**src/rtl/dict_hamming_pkg.sv**
```systemverilog
// Shared codebook, sizes and serializer state for the Hamming dictionary compressor/decompressor pair.
// Both ends import this package so that encode and decode always use the same codewords.
package dict_hamming_pkg;

  localparam int CHUNK_SIZE    = 4;
  localparam int CODEBOOK_SIZE = 8;
  localparam int INDEX_BITS    = $clog2(CODEBOOK_SIZE);

  localparam logic [CHUNK_SIZE-1:0] CODEBOOK [CODEBOOK_SIZE] = '{
    4'b0000, 4'b0001, 4'b1000, 4'b0011,
    4'b1100, 4'b0111, 4'b1110, 4'b1111
  };

  typedef enum logic {
    SER_IDLE  = 1'b0,
    SER_SHIFT = 1'b1
  } ser_state_e;

  // Out-of-range indices decode to all-zero rather than aliasing onto a real entry.
  function automatic logic [CHUNK_SIZE-1:0] cb_lookup(input logic [31:0] idx);
    if (idx < CODEBOOK_SIZE) begin
      return CODEBOOK[idx[INDEX_BITS-1:0]];
    end
    return '0;
  endfunction

endpackage

```
**src/rtl/dict_index_fifo.sv**
```systemverilog
// Synchronous index FIFO: write visible the cycle after push, head readable combinationally.
// No internal backpressure; the producer must gate push with !full, the consumer pop with !empty.
module dict_index_fifo #(
  parameter int WIDTH = 3,
  parameter int DEPTH = 4
) (
  input  logic                     clk,
  input  logic                     rst,
  input  logic                     push,
  input  logic [WIDTH-1:0]         push_dat,
  input  logic                     pop,
  output logic [WIDTH-1:0]         pop_dat,
  output logic                     full,
  output logic                     empty,
  output logic [$clog2(DEPTH):0]   count
);

  localparam int PTR_W = $clog2(DEPTH);
  localparam int CNT_W = PTR_W + 1;

  logic [WIDTH-1:0] mem_q [DEPTH];
  logic [WIDTH-1:0] mem_d [DEPTH];
  logic [PTR_W-1:0] wr_ptr_q, wr_ptr_d;
  logic [PTR_W-1:0] rd_ptr_q, rd_ptr_d;
  logic [CNT_W-1:0] count_q, count_d;

  always_comb begin
    mem_d    = mem_q;
    wr_ptr_d = wr_ptr_q;
    rd_ptr_d = rd_ptr_q;
    count_d  = count_q + CNT_W'(push) - CNT_W'(pop);
    if (push) begin
      mem_d[wr_ptr_q] = push_dat;
      wr_ptr_d        = wr_ptr_q + PTR_W'(1);
    end
    if (pop) begin
      rd_ptr_d = rd_ptr_q + PTR_W'(1);
    end
  end

  always_ff @(posedge clk) begin
    mem_q <= mem_d;
    if (rst) begin
      wr_ptr_q <= '0;
      rd_ptr_q <= '0;
      count_q  <= '0;
    end else begin
      wr_ptr_q <= wr_ptr_d;
      rd_ptr_q <= rd_ptr_d;
      count_q  <= count_d;
    end
  end

  assign pop_dat = mem_q[rd_ptr_q];
  assign full    = (count_q == CNT_W'(DEPTH));
  assign empty   = (count_q == '0);
  assign count   = count_q;

endmodule

```
**src/rtl/dict_hamming_decompressor.sv**
```systemverilog
// Expands buffered codebook indices into codewords sent MSB-first; 2 cycles from index to first bit, no bubble between chunks.
// Output holds while data_out_ready=0, index_ready=!fifo_full. DICT_HAMMING_DECOMP_STATS_EN builds the stat_chunks counter.
module dict_hamming_decompressor #(
  parameter int CHUNK_SIZE    = dict_hamming_pkg::CHUNK_SIZE,
  parameter int CODEBOOK_SIZE = dict_hamming_pkg::CODEBOOK_SIZE,
  parameter int INDEX_BITS    = $clog2(CODEBOOK_SIZE),
  parameter int FIFO_DEPTH    = 4,
  parameter int NUM_CHUNKS    = 4
) (
  input  logic                  clk,
  input  logic                  rst,
  input  logic [INDEX_BITS-1:0] index_in,
  input  logic                  index_valid,
  output logic                  index_ready,
  output logic                  data_out,
  output logic                  data_out_valid,
  input  logic                  data_out_ready,
  output logic                  frame_done,
  output logic [15:0]           stat_chunks
);

  import dict_hamming_pkg::*;

  localparam int BIT_W = (CHUNK_SIZE > 1) ? $clog2(CHUNK_SIZE) : 1;
  localparam int FRM_W = (NUM_CHUNKS > 1) ? $clog2(NUM_CHUNKS) : 1;
  localparam int CNT_W = $clog2(FIFO_DEPTH) + 1;

  logic                  fifo_push, fifo_pop, fifo_full, fifo_empty;
  logic [INDEX_BITS-1:0] fifo_dat;
  logic [CNT_W-1:0]      fifo_count;
  logic                  unused_fifo_count;
  logic [CHUNK_SIZE-1:0] head_word;
  logic                  chunk_done;

  ser_state_e            state_q, state_d;
  logic [CHUNK_SIZE-1:0] shift_q, shift_d;
  logic [BIT_W-1:0]      bit_cnt_q, bit_cnt_d;
  logic [FRM_W-1:0]      frame_cnt_q, frame_cnt_d;
  logic                  frame_done_q, frame_done_d;

  assign index_ready       = !fifo_full;
  assign fifo_push         = index_valid && index_ready;
  assign unused_fifo_count = ^fifo_count;

  dict_index_fifo #(
    .WIDTH (INDEX_BITS),
    .DEPTH (FIFO_DEPTH)
  ) u_fifo (
    .clk      (clk),
    .rst      (rst),
    .push     (fifo_push),
    .push_dat (index_in),
    .pop      (fifo_pop),
    .pop_dat  (fifo_dat),
    .full     (fifo_full),
    .empty    (fifo_empty),
    .count    (fifo_count)
  );

  assign head_word = (32'(fifo_dat) < CODEBOOK_SIZE) ? CHUNK_SIZE'(cb_lookup(32'(fifo_dat))) : '0;

  always_comb begin
    state_d        = state_q;
    shift_d        = shift_q;
    bit_cnt_d      = bit_cnt_q;
    fifo_pop       = 1'b0;
    chunk_done     = 1'b0;
    data_out       = 1'b0;
    data_out_valid = 1'b0;
    case (state_q)
      SER_IDLE: begin
        if (!fifo_empty) begin
          fifo_pop  = 1'b1;
          shift_d   = head_word;
          bit_cnt_d = '0;
          state_d   = SER_SHIFT;
        end
      end
      SER_SHIFT: begin
        data_out       = shift_q[CHUNK_SIZE-1];
        data_out_valid = 1'b1;
        if (data_out_ready) begin
          shift_d   = shift_q << 1;
          bit_cnt_d = bit_cnt_q + BIT_W'(1);
          if (bit_cnt_q == BIT_W'(CHUNK_SIZE-1)) begin
            chunk_done = 1'b1;
            // Back-to-back reload keeps the serial stream gap-free.
            if (!fifo_empty) begin
              fifo_pop  = 1'b1;
              shift_d   = head_word;
              bit_cnt_d = '0;
            end else begin
              state_d = SER_IDLE;
            end
          end
        end
      end
      default: state_d = SER_IDLE;
    endcase
  end

  always_comb begin
    frame_cnt_d  = frame_cnt_q;
    frame_done_d = 1'b0;
    if (chunk_done) begin
      if (frame_cnt_q == FRM_W'(NUM_CHUNKS-1)) begin
        frame_cnt_d  = '0;
        frame_done_d = 1'b1;
      end else begin
        frame_cnt_d = frame_cnt_q + FRM_W'(1);
      end
    end
  end

  always_ff @(posedge clk) begin
    if (rst) begin
      state_q      <= SER_IDLE;
      shift_q      <= '0;
      bit_cnt_q    <= '0;
      frame_cnt_q  <= '0;
      frame_done_q <= 1'b0;
    end else begin
      state_q      <= state_d;
      shift_q      <= shift_d;
      bit_cnt_q    <= bit_cnt_d;
      frame_cnt_q  <= frame_cnt_d;
      frame_done_q <= frame_done_d;
    end
  end

  assign frame_done = frame_done_q;

`ifdef DICT_HAMMING_DECOMP_STATS_EN
  logic [15:0] stat_q, stat_d;

  always_comb begin
    stat_d = stat_q;
    if (chunk_done && (stat_q != 16'hFFFF)) begin
      stat_d = stat_q + 16'd1;
    end
  end

  always_ff @(posedge clk) begin
    if (rst) begin
      stat_q <= '0;
    end else begin
      stat_q <= stat_d;
    end
  end

  assign stat_chunks = stat_q;
`else
  assign stat_chunks = '0;
`endif

endmodule

```
**config.mk**
```make
export PLATFORM = sky130hd
export DESIGN_NAME = dict_hamming_decompressor
export DESIGN_NICKNAME = d
export VERILOG_FILES = /design/src/rtl/dict_hamming_pkg.sv /design/src/rtl/dict_index_fifo.sv /design/src/rtl/dict_hamming_decompressor.sv
export SDC_FILE = /design/constraint.sdc
export NUM_CORES = 1
export LEC_CHECK = 0
export CAP_MARGIN = 20
export CORE_MARGIN = 2
export CORE_UTILIZATION = 40
export DETAILED_ROUTE_END_ITERATION = 6
export PLACE_DENSITY = 0.65
export SETUP_SLACK_MARGIN = 0.1
export SLEW_MARGIN = 20
export SYNTH_ARGS = -nofsm -noshare
export SYNTH_HDL_FRONTEND = slang
export SYNTH_SLANG_ARGS = --single-unit
```
**constraint.sdc**
```tcl
create_clock -name clk -period 5.95 [get_ports clk]
set_input_delay 1.19 -clock clk [delete_from_list [all_inputs] [get_ports clk]]
set_output_delay 1.19 -clock clk [all_outputs]
set_load 0.01 [all_outputs]
```
# After elaboration in Yosys (flattened, before gate mapping)
# Memory sizes are Yosys's and may differ from the RTL's.
# Cells that the tools add are included.
[word_totals]
reg_bits = 29
latchBits = 0
ram_bits = 0
mem_bits_ro = 32
in_bits = 7
output_inout_bits = 20
wordCells = 71
mem_count = 1
[op_classes]
n_addsub = 6
n_mul = 0
div = 0
n_lt_le_gt_ge = 4
n_eq_ne = 5
shift = 0
n_mux = 32
n_bitwise = 5
reduce_logical = 6
[memory_table]
columns = ["name", "depth", "width", "rd", "rd_clocked_by_memory_dff", "write_ports", "line", "rtl"]
rows = [
  ["(name not given)", 8, 4, 1, 0, 0, "dict_hamming_pkg.sv:22", "return CODEBOOK[idx[INDEX_BITS-1:0]];"],
]
[op_table]
columns = ["cell", "n"]
rows = [
  ["$mux 4", 6],
  ["$bwmux 12", 1],
  ["$mux 1", 11],
  ["$mux 2", 5],
  ["$mux 3", 3],
  ["$add 2x1->2 const B", 4],
  ["$pmux 4 s2", 1],
  ["$bmux 3 s2", 1],
  ["$demux 3 s2", 1],
  ["$ge 3x3->1 const B", 2],
  ["$not 2->3", 2],
  ["$eq 2x2->1 const B", 2],
  ["$ge 4x4->1 const B", 1],
  ["$ne 2x2->1 const B", 2],
  ["$not 3->4", 1],
  ["$pmux 1 s2", 2],
  ["$pmux 2 s2", 1],
  ["$add 3x1->3", 1],
  ["$eq 3x3->1 const B", 1],
  ["$logic_not 3->1", 1],
  ["$lt 3x1->1 const B", 1],
  ["$sub 3x1->3", 1],
  ["$logic_and 1x1->1", 2],
  ["$not 1->1", 2],
  ["3 further kinds", 3],
]

# Longest topological paths before layout
[logic_depth]
ltp_word = 12
depth_mapped = 11
depth_no_buf = 11

# Modules after synthesis
# A second synthesis with hierarchy kept.
[hier_totals]
hier_cells = 128
hier_area_um2 = 1462.7
[by_module_without_submodules]
columns = ["mod", "n_inst", "cells_each", "area_each_um2", "seq_area_each_um2"]
rows = [
  ["dict_index_fifo", 1, 54, 828.3, 500.5],
  ["dict_hamming_decompressor", 1, 74, 634.4, 200.2],
]

# Least setup slack after synthesis
# Ideal clock, no wire load.
[synth_timing]
path_kind = "input to register"
startpoint = "input data_out_ready"
endpoint = "register u_fifo.count_q[2] (netlist: u_fifo.count[2])"
setup_ps = 128
t_arrival_ps = 2728
required_ps = 5822
slack_ps = 3094
path_stages = 10
path_buffers = 0
cell_sequence = "a21bo_2 > and2_1 > ha_1 > inv_1 > ha_1 > inv_1 > fa_1 > xor2_1 > xnor2_1 > nor2_1"
[synth_between]
elab_chain_cells = 3
[synth_lines]
columns = ["element", "line", "rtl"]
rows = [
  ["start, declared", "dict_hamming_decompressor.sv:17", "input logic data_out_ready,"],
  ["$mux 1", "dict_hamming_decompressor.sv:82", "if (data_out_ready) begin"],
  ["$pmux 1 s2", "dict_hamming_decompressor.sv:70", "case (state_q)"],
  ["$sub 3x1->3", "dict_index_fifo.sv:31", "count_d = count_q + CNT_W'(push) - CNT_W'(pop);"],
  ["end signal, assigned", "dict_index_fifo.sv:50", "count_q <= count_d;"],
  ["end, declared", "dict_index_fifo.sv:25", "logic [CNT_W-1:0] count_q, count_d;"],
]
# Every way passes these cells.
# A chain may end at the register's enable or synchronous reset.

# Worst setup path after layout
# Same ends and word-level chain as after synthesis.

==> impl_metrics.json <==
{
  "syn_inst": 124,
  "cts_tree": "yes",
  "initial_core_util": 0.422,
  "multi_input_area_um2": 627,
  "finalSetupTns_ps": 0,
  "syn_avg_cell_area_um2": 11.5,
  "root_buffer": "clkbuf_4",
  "grt_use_total": 0.118,
  "p_per_area_nw_per_um2": 404,
  "globalplace.congestion": 0.745,
  "final-hold-violation-count": 0,
  "status": "complete, no violations",
  "grt_pass1_wl_mm": 3.57,
  "viasPerCell": 4.62,
  "fmax_ghz": 0.319,
  "core_um2": 3390,
  "period_minus_slack_ps": 3130,
  "p_leak_uw": 0.000622,
  "endpoint_kind": "register",
  "rsz0062_at_grt": "no",
  "slowest_delay_ps": 490,
  "hold_buffers": 0,
  "maxSlewViolCount": 0,
  "clkTransAtPathRegs_ps": 90,
  "firstDrtPassIters": 4,
  "place_hpwl_mm": 1.50,
  "synthAdderAreaFrac": 0.0841,
  "synth_edf_count": 12,
  "fin_nets": 153,
  "period_share": 0.527,
  "synth_cell_types": 34,
  "synthFlopType": "dfxtp_1",
  "clk-insertion-delay-late_ps": 330,
  "yosysSeqAreaShare": 0.490,
  "vias": 850,
  "start_kind": "primary input",
  "num_io_pins": 27,
  "die_h_um": 63.8,
  "worst_slack_ps": 2820,
  "cts_resized": 0,
  "wirelength_mm": 1.97,
  "synth_top_family_by_area": "simple AND/OR/NAND/NOR gates",
  "total_power_uw": 629,
  "cap_violations": 0,
  "tightest_slew_ps": 629,
  "cp_max_fo": 5,
  "ys_warn_count": 0,
  "hold_class": "reg2reg",
  "die_w_um": 63.8,
  "fp-row-count": 21,
  "numPortBuffers": 10,
  "crit_chain": "clkdlybuf4s50_1, a21bo_2, and2_1, ha_1, inv_1, ha_1, inv_1, fa_1, xor2_1, xnor2_1, nor2_1",
  "nFillCells": 312,
  "area_growth_pct": 8.84,
  "synth-compound-area-share": 0.0788,
  "synth_xor_area_frac": 0.0306,
  "vdd_drop_max_mv": 0.197,
  "cts-buffers-inserted": 5,
  "synth_common_cells": "dfxtp_1, buf_4, nor2_1",
  "drive_gt1_frac": 0.109,
  "drcViolationCount": 0,
  "synthSimpleGateAreaFrac": 0.120,
  "slowest_stage": "clkdlybuf4s50_1",
  "antenna_found_initial": 0,
  "relSlewSlack": 0.579,
  "arrival_ps": 3340,
  "grt_max_degree": 18,
  "post_cts_buffers": 0,
  "n_antenna_cell": 0,
  "avgRoutedWirePerCell_um": 10.7,
  "drt_iter0_drc": 15,
  "crit_required_ps": 6160,
  "finalSetupViolations": 0,
  "async_flop_share": 0,
  "muxShareOfSynthArea": 0.0832,
  "finClkSkew_ps": 9.60,
  "ant_nets": 0,
  "cts_buffer_depth": 2,
  "yosysTopAreaCell": "edfxtp_1",
  "die_area_um2": 4070,
  "path_class": "in2reg",
  "grt_pass1_vias": 833,
  "ys_top_cells_by_area": "edfxtp_1, dfxtp_1, buf_4",
  "ys_seq_elements": 29,
  "grt_overflow": 0,
  "mappedNetlistArea_um2": 1430,
  "pre_cts_ws_ps": 2470,
  "clock_sinks": 29,
  "synth_top_area_frac": 0.252,
  "synth.most_common_cell": "dfxtp_1",
  "htreeDepth": 2,
  "seqCellArea_um2": 701
}
-- layout by cell type, fill, tap and decap left out, types with 2 or more instances in the layout --
| master | instances |
|---|---|
| a21oi_1 | 4 |
| nor3_1 | 2 |
| inv_1 | 5 |
| nand2_1 | 5 |
| nand3_1 | 2 |
| clkdlybuf4s50_1 | 10 |
| dfxtp_1 | 17 |
| conb_1 | 16 |
| nor2_1 | 15 |
| edfxtp_1 | 12 |
| mux4_2 | 3 |
| clkinv_2 | 2 |
| clkbuf_4 | 5 |
| xnor2_1 | 3 |
| and2_1 | 6 |
| ha_1 | 8 |
| mux2i_1 | 4 |
| xor2_1 | 2 |
-- metrics by stage --
step	hold slack (ps)	area [um2]	cells	utilization
after global routing	511	1560	184	0.459
after floorplan	448	1490	139	-
after global placement	464	1500	176	0.444
final	476	1560	184	0.459
after CTS	483	1560	184	0.459
after detailed placement	467	1500	176	0.444
-- critical path: cells and delay by family --
family	cells	cell delay [ps]
buf+inv	3	590
fa+ha+maj	3	760
compound gates	1	240
xor+xnor	2	320
simple gates	2	240
-- cell type report --
cell class,count,share of cell area
Sequential cell,29,0.451
Multi-Input combinational cell,86,0.403
Timing Repair Buffer,10,0.0644
Tap cell,46,0.0370
Clock buffer,6,0.0265
Inverter,5,0.0121
Clock inverter,2,0.00644
-- kinds of logic (layout without fill, tap and decap cells) --
| kind of cell | Yosys count | after routing |
|---|---|---|
| compound gates | 13 | 13 |
| xor+xnor | 5 | 5 |
| fa+ha+maj | 9 | 9 |
| buf+inv | 24 | 23 |
| flops | 29 | 29 |
| mux | 8 | 8 |
| other cells | 1 | 16 |
| simple gates | 35 | 35 |
-- worst paths after layout --
| check | startpoint | end | slack (ps) | cells past startpoint |
|---|---|---|---|---|
| setup / recovery | data_out_ready | u_fifo.count[2] | 2820 | 11 |
| hold / removal | bit_cnt_q[0] | bit_cnt_q[0] | 480 | 2 |
| setup reg to reg | bit_cnt_q[0] | u_fifo.count[2] | 3580 | 11 |
| hold reg to reg | bit_cnt_q[0] | bit_cnt_q[0] | 480 | 2 |
-- routing by layer --
metal	part of all wire	global-route usage	up-vias	routed length, um
met5	0	0	-	0
met4	0.034	0.0897	0	68
met3	0.046	0.0317	7	90
met2	0.48	0.204	28	953
met1	0.44	0.122	388	859
li1	-	-	427	-
-- sequential cells by signal, summed over array words and instances (netlist names) --
register / flops
state_q: 1
shift_q: 4
frame_cnt_q: 2
u_fifo.count: 3
frame_done: 1
bit_cnt_q: 2
u_fifo.rd_ptr_q: 2
u_fifo.mem_q: 12
u_fifo.wr_ptr_q: 2
-- power breakdown --
group / internal, uW / switching, uW
Clock: 44.9 / 66.7
Combinational: 118 / 112
Sequential: 250 / 36.2
Note: power is estimated with default switching activity, not from simulation.
